[src/rtl/ks_pkg.sv]
// ks_pkg: shared definitions for the wide add/sub sequencer and its
// Kogge-Stone word adder.
//   WORD_W      - width of the shared adder (one operand word)
//   seq_state_t - sequencer FSM state encoding
//   cnt_width() - word-counter width, never below one bit
package ks_pkg;

  localparam int WORD_W = 16;

  typedef enum logic [1:0] {
    IDLE = 2'd0,
    RUN  = 2'd1,
    DONE = 2'd2
  } seq_state_t;

  function automatic int cnt_width(input int n);
    return (n > 1) ? $clog2(n) : 1;
  endfunction

endpackage

[src/rtl/kogge_stone.sv]
// Kogge_Stone: parallel-prefix adder with carry-in.
// Ports:
//   a, b  in  WIDTH  addends
//   cin   in  1      carry-in
//   sum   out WIDTH  a + b + cin (mod 2^WIDTH)
//   cout  out 1      carry out of the MSB
module Kogge_Stone
  import ks_pkg::*;
#(
  parameter int WIDTH = WORD_W
) (
  input  logic [WIDTH-1:0] a,
  input  logic [WIDTH-1:0] b,
  input  logic             cin,
  output logic [WIDTH-1:0] sum,
  output logic             cout
);

  localparam int LEVELS = $clog2(WIDTH);

  // g[l][i] / p[l][i]: group generate / propagate covering bits
  // [i : max(0, i-2^l+1)]; cin is folded into bit 0's generate so
  // g[LEVELS][i] is the carry into bit i+1.
  logic [LEVELS:0][WIDTH-1:0] g;
  logic [LEVELS:0][WIDTH-1:0] p;
  logic [WIDTH-1:0]           c;
  logic                       unused_p;

  assign p[0] = a ^ b;
  assign g[0] = (a & b) | {{(WIDTH-1){1'b0}}, (a[0] ^ b[0]) & cin};

  for (genvar lvl = 1; lvl <= LEVELS; lvl++) begin : g_lvl
    localparam int D = 1 << (lvl - 1);
    for (genvar i = 0; i < WIDTH; i++) begin : g_bit
      if (i >= D) begin : g_merge
        assign g[lvl][i] = g[lvl-1][i] | (p[lvl-1][i] & g[lvl-1][i-D]);
        assign p[lvl][i] = p[lvl-1][i] & p[lvl-1][i-D];
      end else begin : g_pass
        assign g[lvl][i] = g[lvl-1][i];
        assign p[lvl][i] = p[lvl-1][i];
      end
    end
  end

  assign c    = {g[LEVELS][WIDTH-2:0], cin};
  assign sum  = p[0] ^ c;
  assign cout = g[LEVELS][WIDTH-1];

  // Upper-level propagate terms are only partly consumed by the prefix tree.
  assign unused_p = ^p;

endmodule

[src/rtl/wide_add_sequencer.sv]
// wide_add_sequencer: NWORDS*16-bit add/subtract computed one word per
// cycle (LSW first) through a single shared Kogge_Stone adder, carry
// chained through a register between words.
// Ports:
//   clk, rst_n           clock, synchronous active-low reset
//   in_valid / in_ready  operand handshake (in_ready only in IDLE)
//   op_a, op_b, sub      operands; sub=1 computes A-B
//   out_valid / out_ready result handshake (out_valid held until accepted)
//   result               W-bit sum/difference
//   carry_out            carry from MSB (sub: 1 = no borrow)
//   overflow             two's-complement overflow
module wide_add_sequencer
  import ks_pkg::*;
#(
  parameter int NWORDS = 4
) (
  input  logic                     clk,
  input  logic                     rst_n,
  input  logic                     in_valid,
  output logic                     in_ready,
  input  logic [WORD_W*NWORDS-1:0] op_a,
  input  logic [WORD_W*NWORDS-1:0] op_b,
  input  logic                     sub,
  output logic                     out_valid,
  input  logic                     out_ready,
  output logic [WORD_W*NWORDS-1:0] result,
  output logic                     carry_out,
  output logic                     overflow
);

  localparam int W  = WORD_W * NWORDS;
  localparam int CW = cnt_width(NWORDS);
  localparam logic [CW-1:0] LAST = CW'(NWORDS - 1);

  seq_state_t    state_q, state_d;
  logic [CW-1:0] cnt_q, cnt_d;
  logic          carry_q, carry_d;
  logic [W-1:0]  a_q, a_d;
  logic [W-1:0]  b_q, b_d;     // holds B already inverted for sub
  logic [W-1:0]  res_q, res_d;
  logic          cout_q, cout_d;
  logic          ovf_q, ovf_d;
  logic          ovld_q, ovld_d;

  logic [WORD_W-1:0] word_a, word_b, ks_sum;
  logic              ks_cout;

  assign word_a = a_q[int'(cnt_q)*WORD_W +: WORD_W];
  assign word_b = b_q[int'(cnt_q)*WORD_W +: WORD_W];

  Kogge_Stone #(.WIDTH(WORD_W)) u_ks (
    .a    (word_a),
    .b    (word_b),
    .cin  (carry_q),
    .sum  (ks_sum),
    .cout (ks_cout)
  );

  always_comb begin
    state_d = state_q;
    cnt_d   = cnt_q;
    carry_d = carry_q;
    a_d     = a_q;
    b_d     = b_q;
    res_d   = res_q;
    cout_d  = cout_q;
    ovf_d   = ovf_q;
    ovld_d  = ovld_q;
    unique case (state_q)
      IDLE: begin
        if (in_valid) begin
          a_d     = op_a;
          b_d     = sub ? ~op_b : op_b;
          carry_d = sub;           // +1 completes the two's-complement of B
          cnt_d   = '0;
          state_d = RUN;
        end
      end
      RUN: begin
        res_d[int'(cnt_q)*WORD_W +: WORD_W] = ks_sum;
        carry_d = ks_cout;
        if (cnt_q == LAST) begin
          state_d = DONE;
          cout_d  = ks_cout;
          // carry into the MSB is a^b^sum at that bit; overflow when it
          // differs from the carry out of the MSB
          ovf_d   = ks_cout ^ (word_a[WORD_W-1] ^ word_b[WORD_W-1] ^ ks_sum[WORD_W-1]);
          ovld_d  = 1'b1;
        end else begin
          cnt_d = cnt_q + 1'b1;
        end
      end
      DONE: begin
        if (out_ready) begin
          ovld_d  = 1'b0;
          state_d = IDLE;
        end
      end
      default: begin
        state_d = IDLE;
        ovld_d  = 1'b0;
      end
    endcase
  end

  always_ff @(posedge clk) begin
    if (!rst_n) begin
      state_q <= IDLE;
      cnt_q   <= '0;
      carry_q <= 1'b0;
      a_q     <= '0;
      b_q     <= '0;
      res_q   <= '0;
      cout_q  <= 1'b0;
      ovf_q   <= 1'b0;
      ovld_q  <= 1'b0;
    end else begin
      state_q <= state_d;
      cnt_q   <= cnt_d;
      carry_q <= carry_d;
      a_q     <= a_d;
      b_q     <= b_d;
      res_q   <= res_d;
      cout_q  <= cout_d;
      ovf_q   <= ovf_d;
      ovld_q  <= ovld_d;
    end
  end

  assign in_ready  = (state_q == IDLE);
  assign out_valid = ovld_q;
  assign result    = res_q;
  assign carry_out = cout_q;
  assign overflow  = ovf_q;

endmodule

[config.mk]
export PLATFORM = sky130hd
export DESIGN_NAME = wide_add_sequencer
export DESIGN_NICKNAME = d
export VERILOG_FILES = /design/src/rtl/ks_pkg.sv /design/src/rtl/kogge_stone.sv /design/src/rtl/wide_add_sequencer.sv
export SDC_FILE = /design/constraint.sdc
export NUM_CORES = 1
export LEC_CHECK = 0
export CAP_MARGIN = 20
export CORE_UTILIZATION = 25
export CTS_CLUSTER_DIAMETER = 30
export CTS_CLUSTER_SIZE = 30
export DETAILED_ROUTE_END_ITERATION = 12
export SYNTH_ARGS = -nofsm -noshare
export SYNTH_HDL_FRONTEND = slang
export SYNTH_SLANG_ARGS = --single-unit
[constraint.sdc]
create_clock -name clk -period 4.8 [get_ports clk]
set_clock_uncertainty 0.1 [all_clocks]
set_input_delay 1.2 -clock clk [delete_from_list [all_inputs] [get_ports clk]]
set_output_delay 1.2 -clock clk [all_outputs]
set_load 0.05 [all_outputs]
==> Yosys cells after proc, flatten, opt, wreduce, memory -nomap -nowiden <==
Index checks and enable logic that the tools add are counted.
W data, S select, Z words.
{ "classes": {"addsub": 2, "multipliers": 0, "div": 0, "order_cmp": 0, "n_eq_ne": 7, "n_shift": 4, "muxes": 14, "bitwise_logic": 143, "reduce_logical": 8} }
{ "ops": {"columns": ["operator", "count"], "rows": [
  ["$shiftx A64 B7 Y16", 2],
  ["$and A1 B1 Y1", 84],
  ["$bwmux W64", 1],
  ["$mux W64", 1],
  ["$not A64 Y64", 1],
  ["$shift A16 B33 Y64 const A", 1],
  ["$shiftx A16 B33 Y64", 1],
  ["$or A1 B1 Y1", 49],
  ["$neg A6 Y33", 1],
  ["$xor A16 B16 Y16", 2],
  ["$and A16 B16 Y16", 1],
  ["$or A16 B1 Y16", 1],
  ["$mux W2", 5],
  ["$reduce_and A3 Y1", 3],
  ["$ne A2 B2 Y1 const B", 4],
  ["$pmux W2 S3", 1],
  ["$reduce_and A2 Y1", 3],
  ["$eq A2 B2 Y1 const B", 2],
  ["$pmux W2 S2", 1],
  ["$xor A1 B1 Y1", 4],
  ["$mux W1", 3],
  ["$pmux W1 S3", 1],
  ["$add A2 B1 Y2 const B", 1],
  ["$eq A2 B1 Y1 const B", 1],
  ["4 further kinds", 4]
]} }
{ "word_totals": {"reg_bits": 200, "latchBits": 0, "ram_bits": 0, "rom_bits": 0, "output_inout_bits": 68, "memories": 0} }

==> Logic depth before layout (Yosys ltp) <==
{ "depth": {"ltp_word": 14, "depth_mapped": 11, "depth_no_buf": 10} }

==> Cells and area by module <==
A second synthesis with hierarchy kept.
{ "unflattened": {"cells_unflattened": 1044, "area_unflattened_um2": 9342.7} }
{ "modules_own_cells": {"columns": ["module", "instances", "cells_per_inst", "area_per_inst_um2"], "rows": [
  ["wide_add_sequencer", 1, 931, 8506.9],
  ["Kogge_Stone", 1, 113, 835.8]
]} }

==> Worst setup path before layout <==
Ideal clock, no wire load.
{ "synth_path": {"kind": "register to register", "startpoint": "register cnt_q[0]", "endpoint": "register res_q[29] (netlist: result[29])", "t_arrival_ns": 3.121, "t_required_ns": 4.578, "slack_ns": 1.457, "path_stages_with_launch": 11, "n_path_buf": 2, "synth_period_minus_slack_ns": 3.343, "path_cell_list": "dfxtp_1 buf_2 buf_2 mux4_2 ha_1 a21oi_1 o21ai_1 a221o_1 a211oi_4 nor3_1 a221o_1"} }
{ "synth_between": {"elab_chain_cells": 13, "elab_cells_between_ends": 133, "cone_classes": "1 x add/sub; 4 x shift; 1 x mux; 127 x bitwise"} }
{ "synth_lines": {"columns": ["element", "line", "text"], "rows": [
  ["start: declaration", "wide_add_sequencer.sv:36", "logic [CW-1:0] cnt_q, cnt_d;"],
  ["start signal: assignment", "wide_add_sequencer.sv:119", "cnt_q <= cnt_d;"],
  ["$shiftx A64 B7 Y16, on equally long branches", "wide_add_sequencer.sv:48, wide_add_sequencer.sv:49", null],
  ["$xor A1 B1 Y1 or $and A16 B16 Y16 (tied branches)", "kogge_stone.sv:30", "assign g[0] = (a & b) | {{(WIDTH-1){1'b0}}, (a[0] ^ b[0]) & cin};"],
  ["$and A1 B1 Y1 or $or A16 B1 Y16 (tied branches)", "kogge_stone.sv:30", null],
  ["$or A16 B1 Y16 or $and A1 B1 Y1 (tied branches)", "kogge_stone.sv:30, kogge_stone.sv:36", null],
  ["$and A1 B1 Y1 or $or A1 B1 Y1 (tied branches)", "kogge_stone.sv:36", "assign g[lvl][i] = g[lvl-1][i] | (p[lvl-1][i] & g[lvl-1][i-D]);"],
  ["$or A1 B1 Y1 or $and A1 B1 Y1 (tied branches)", "kogge_stone.sv:36", null],
  ["$and A1 B1 Y1 or $or A1 B1 Y1 (tied branches)", "kogge_stone.sv:36", null],
  ["$or A1 B1 Y1 or $and A1 B1 Y1 (tied branches)", "kogge_stone.sv:36", null],
  ["$and A1 B1 Y1 or $or A1 B1 Y1 (tied branches)", "kogge_stone.sv:36", null],
  ["$or A1 B1 Y1", "kogge_stone.sv:36", null],
  ["$xor A16 B16 Y16", "kogge_stone.sv:46", "assign sum = p[0] ^ c;"],
  ["$shiftx A16 B33 Y64", "wide_add_sequencer.sv:80", "res_d[int'(cnt_q)*WORD_W +: WORD_W] = ks_sum;"],
  ["$bwmux W64 (*)", "wide_add_sequencer.sv:80", null],
  ["end signal: assignment", "wide_add_sequencer.sv:123", "res_q <= res_d;"],
  ["end: declaration", "wide_add_sequencer.sv:40", "logic [W-1:0] res_q, res_d;"]
]} }
Mark *: on every way between the ends. The rest lies on a longest branch, timed or not.
A chain may end at the register's enable or synchronous reset.

==> Final worst setup path <==
{ "layout_path": {"startpoint": "register cnt_q[0]", "endpoint": "register res_q[45] (netlist: result[45])"} }
Same word-level chain as after synthesis.

==> flow_summary.toml <==
[cts]
htree_levels = 4
cts_root_buf = "clkbuf_16"
clk_latency_ns = 0.44
cts.path.max_buffers = 2
clock-sinks = 200
cts_inserted_buffers = 17
cts_tree = "built"
cts_hold_buf = 0
clk_pin_slew_ns = 0.07
cts-resized-gates = 0
postCtsSetupBuffers = 0

[synth]
synth_xor_area_share_pct = 7.297
synthDominantCellAreaShare_pct = 44.48
synth_simple_gate_area_share_pct = 15.08
synth_mux_area_share_pct = 8.228
synth_adder_area_share_pct = 3.363
synth_warnings = 0
synth_compound_area_share_pct = 18.15
synth_nets = 1147
synth_area_leaders = "dfxtp_1 (44%), mux4_2 (8.0%), xnor2_1 (7.0%)"
syn-cell-area_um2 = 9002
yosysTopAreaCell = "dfxtp_1"
syn_inst = 991
synth_seq_area_share_pct = 44.48
synth-seq-cells = 200
synth_cell_type_count = 47
synth_top_family_by_area = "compound AO/OA/AOI/OAI gates"
postSynth.asyncResetShare_pct = 0
syn_avg_cell_area_um2 = 9.084
ys.flop_type = "dfxtp_1"
synth_edf_count = 0

[floorplanning]
ios = 201
num_rows = 69
fp.dieH_um = 191.8
die_area_um2 = 36770
core_area_um2 = 35480
start_util_pct = 25.37
die_x_um = 191.8

[drt]
vias = 7767
avgRoutedWirePerCell_um = 17.20
dr.pass1.iters = 5
wl_um = 27990
drt_iter0_markers = 562
viasPerCell = 4.774
ant_nets = 0
drc_errors = 0

[critical_path]
crit_chain = "buf_4, mux4_2, ha_1, a21oi_1, o21ai_1, a221o_1, a211oi_4, nor3_1, a221o_1"
startpoint_type = "flop"
cp-end-kind = "flop"
critPathBufInv = 1
required_ns = 5.02
cpMaxStageDelayCell = "dfxtp_2"
crit_type = "flop to flop"
cp_common_cell = "a221o_1"
cpLargestDelayFamily = "compound AO/OA/AOI/OAI gates"
crit_fanout = 18
slowest_delay_ns = 0.76
rrSetupSlack_ns = 1.05
crit_arrival_ns = 3.96

[status]
status = "finished, final reports clean"

[timing]
tightest_slew_ns = 1.000
grt_setup_unrepaired = "false"
finalSetupViolCount = 0
period_share_pct = 78.07
max_slew_margin_pct = 33.31
fin_crit_ns = 3.747
fin_setup_tns_ns = 0
hold_viol = 0
drv_slew = 0
max_freq_mhz = 266.8

[place]
gp_congestion = 0.8819
dp_cells = 1596
dpl.hpwl_um = 21590
io_buffer_count = 200

[layout]
regArea_um2 = 4006
drive_gt1_share_pct = 7.719
fillers = 3624
n_antenna_cell = 0
area_growth_pct = 33.43
final_cell_count_no_fill = 1627
multi_input_area_um2 = 4697
num-nets-final = 1310
fin_util_pct = 33.85

[pwr]
pwr-share-seq_pct = 46.3
p_sw_mw = 1.147
p_per_area_nw_per_um2 = 325.3
p_int_mw = 2.761
power_switching_share_pct = 29.34
clkPwrFrac_pct = 35.8
p_leak_nw = 4.150
power.total_mw = 3.908
p_comb_share_pct = 17.9
ir_drop_uv = 219.1

[job]
cap_violations = 0

[global_route]
antenna_found_initial = 0
grt_max_degree = 94
grt_usage_pct = 15.20
grt_pass1_vias = 7266
gr-total-overflow = 0
grt_pass1_wl_um = 42030

[worst_hold_path]
hold_path_class = "flop to flop"
power groups by stage:
stage | clock network, mW | registers, mW | logic [mW]
after detailed placement | 0 | 1.85 | 0.706
after global placement | 0 | 1.85 | 0.695
after CTS | 1.43 | 1.81 | 0.707
after global routing | 1.50 | 1.82 | 0.764
after floorplan | 0 | 1.84 | 0.414
final | 1.40 | 1.81 | 0.699
stage by stage:
stage                     hold WS, ns  worst slack [ns]  cell area, um2
final                          0.3542             1.053           12010
after global placement         0.3382             1.125           11430
after CTS                      0.3571             1.025           12010
after detailed placement       0.3470             1.043           11430
after global routing           0.3727            0.8217           12010
after floorplan                0.3331             1.457            9002
sequential cells by signal (all words and copies together), names as in the netlist:
signal,count
a_q,64
b_q,64
carry_out,1
carry_q,1
cnt_q,2
out_valid,1
overflow,1
result,64
state_q,2
area by class of cell:
class | instances | share of cell area [%]
repair buffers | 212 | 17.60
inverters | 10 | 0.3333
well taps | 461 | 4.802
clock inverters | 13 | 1.146
clock buffers | 18 | 3.656
flip-flops and latches | 200 | 33.35
multi-input cells | 713 | 39.10
synth_stat cells, types with 3 or more instances:
library cell	instances
a211oi_1	65
a21oi_1	93
a221o_1	8
a22oi_1	24
a32o_1	8
buf_1	4
buf_2	11
clkbuf_1	53
dfxtp_1	200
ha_1	21
inv_1	10
mux4_2	32
nand2_1	166
nand2b_1	7
nand3_1	10
nand4_1	4
nor2_1	121
nor3_1	9
o211ai_1	4
o21ai_0	31
xnor2_1	72
xor2_1	3
cells by family (layout without fill, tap and decap cells):
family | after synthesis | after routing
XOR/XNOR | 75 | 75
flip-flops | 200 | 200
buffers and inverters | 78 | 253
multiplexers | 34 | 34
AO/OA/AOI/OAI | 249 | 249
AND/OR/NAND/NOR | 332 | 332
adder cells (fa/ha/maj) | 23 | 23
cells in the final DEF, fill, tap and decap left out, drive strengths merged, types with 2 or more instances in the layout:
master / Yosys / final
a211oi: 66 / 66
a21boi: 2 / 2
a21o: 2 / 2
a21oi: 95 / 95
a221o: 8 / 8
a22oi: 24 / 24
a32o: 8 / 8
and2: 3 / 3
and3: 3 / 3
buf: 15 / 13
clkbuf: 53 / 18
clkdlybuf4s50: 0 / 199
clkinv: 0 / 6
dfxtp: 200 / 200
fa: 2 / 2
ha: 21 / 21
inv: 10 / 16
mux2i: 2 / 2
mux4: 32 / 32
nand2: 166 / 166
nand2b: 7 / 7
nand3: 10 / 10
nand4: 4 / 4
nor2: 122 / 122
nor3: 11 / 11
o211ai: 4 / 4
o21ai: 33 / 33
or3: 2 / 2
xnor2: 72 / 72
xor2: 3 / 3
worst register-to-register path: stages (launching register included):
cell and delay [ns]:
dfxtp_2 0.76, buf_4 0.37, mux4_2 0.54, ha_1 0.39, a21oi_1 0.22, o21ai_1 0.12, a221o_1 0.34, a211oi_4 0.42
nor3_1 0.12, a221o_1 0.27
metal layers:
metal | up-vias | global-route usage, % | share of wire, %
li1 | 3818 | - | -
met1 | 3673 | 21.00 | 46
met2 | 258 | 24.55 | 47
met3 | 18 | 2.485 | 6.2
met4 | 0 | 3.632 | 1.1
met5 | - | 0 | 0
final timing paths:
check / cells past startpoint / to / startpoint
max: 9 / result[45] / cnt_q[0]
min: 2 / a_q[19] / a_q[19]
max reg2reg: 9 / result[45] / cnt_q[0]
min reg2reg: 2 / a_q[19] / a_q[19]
(Power assumes the default switching activity.)
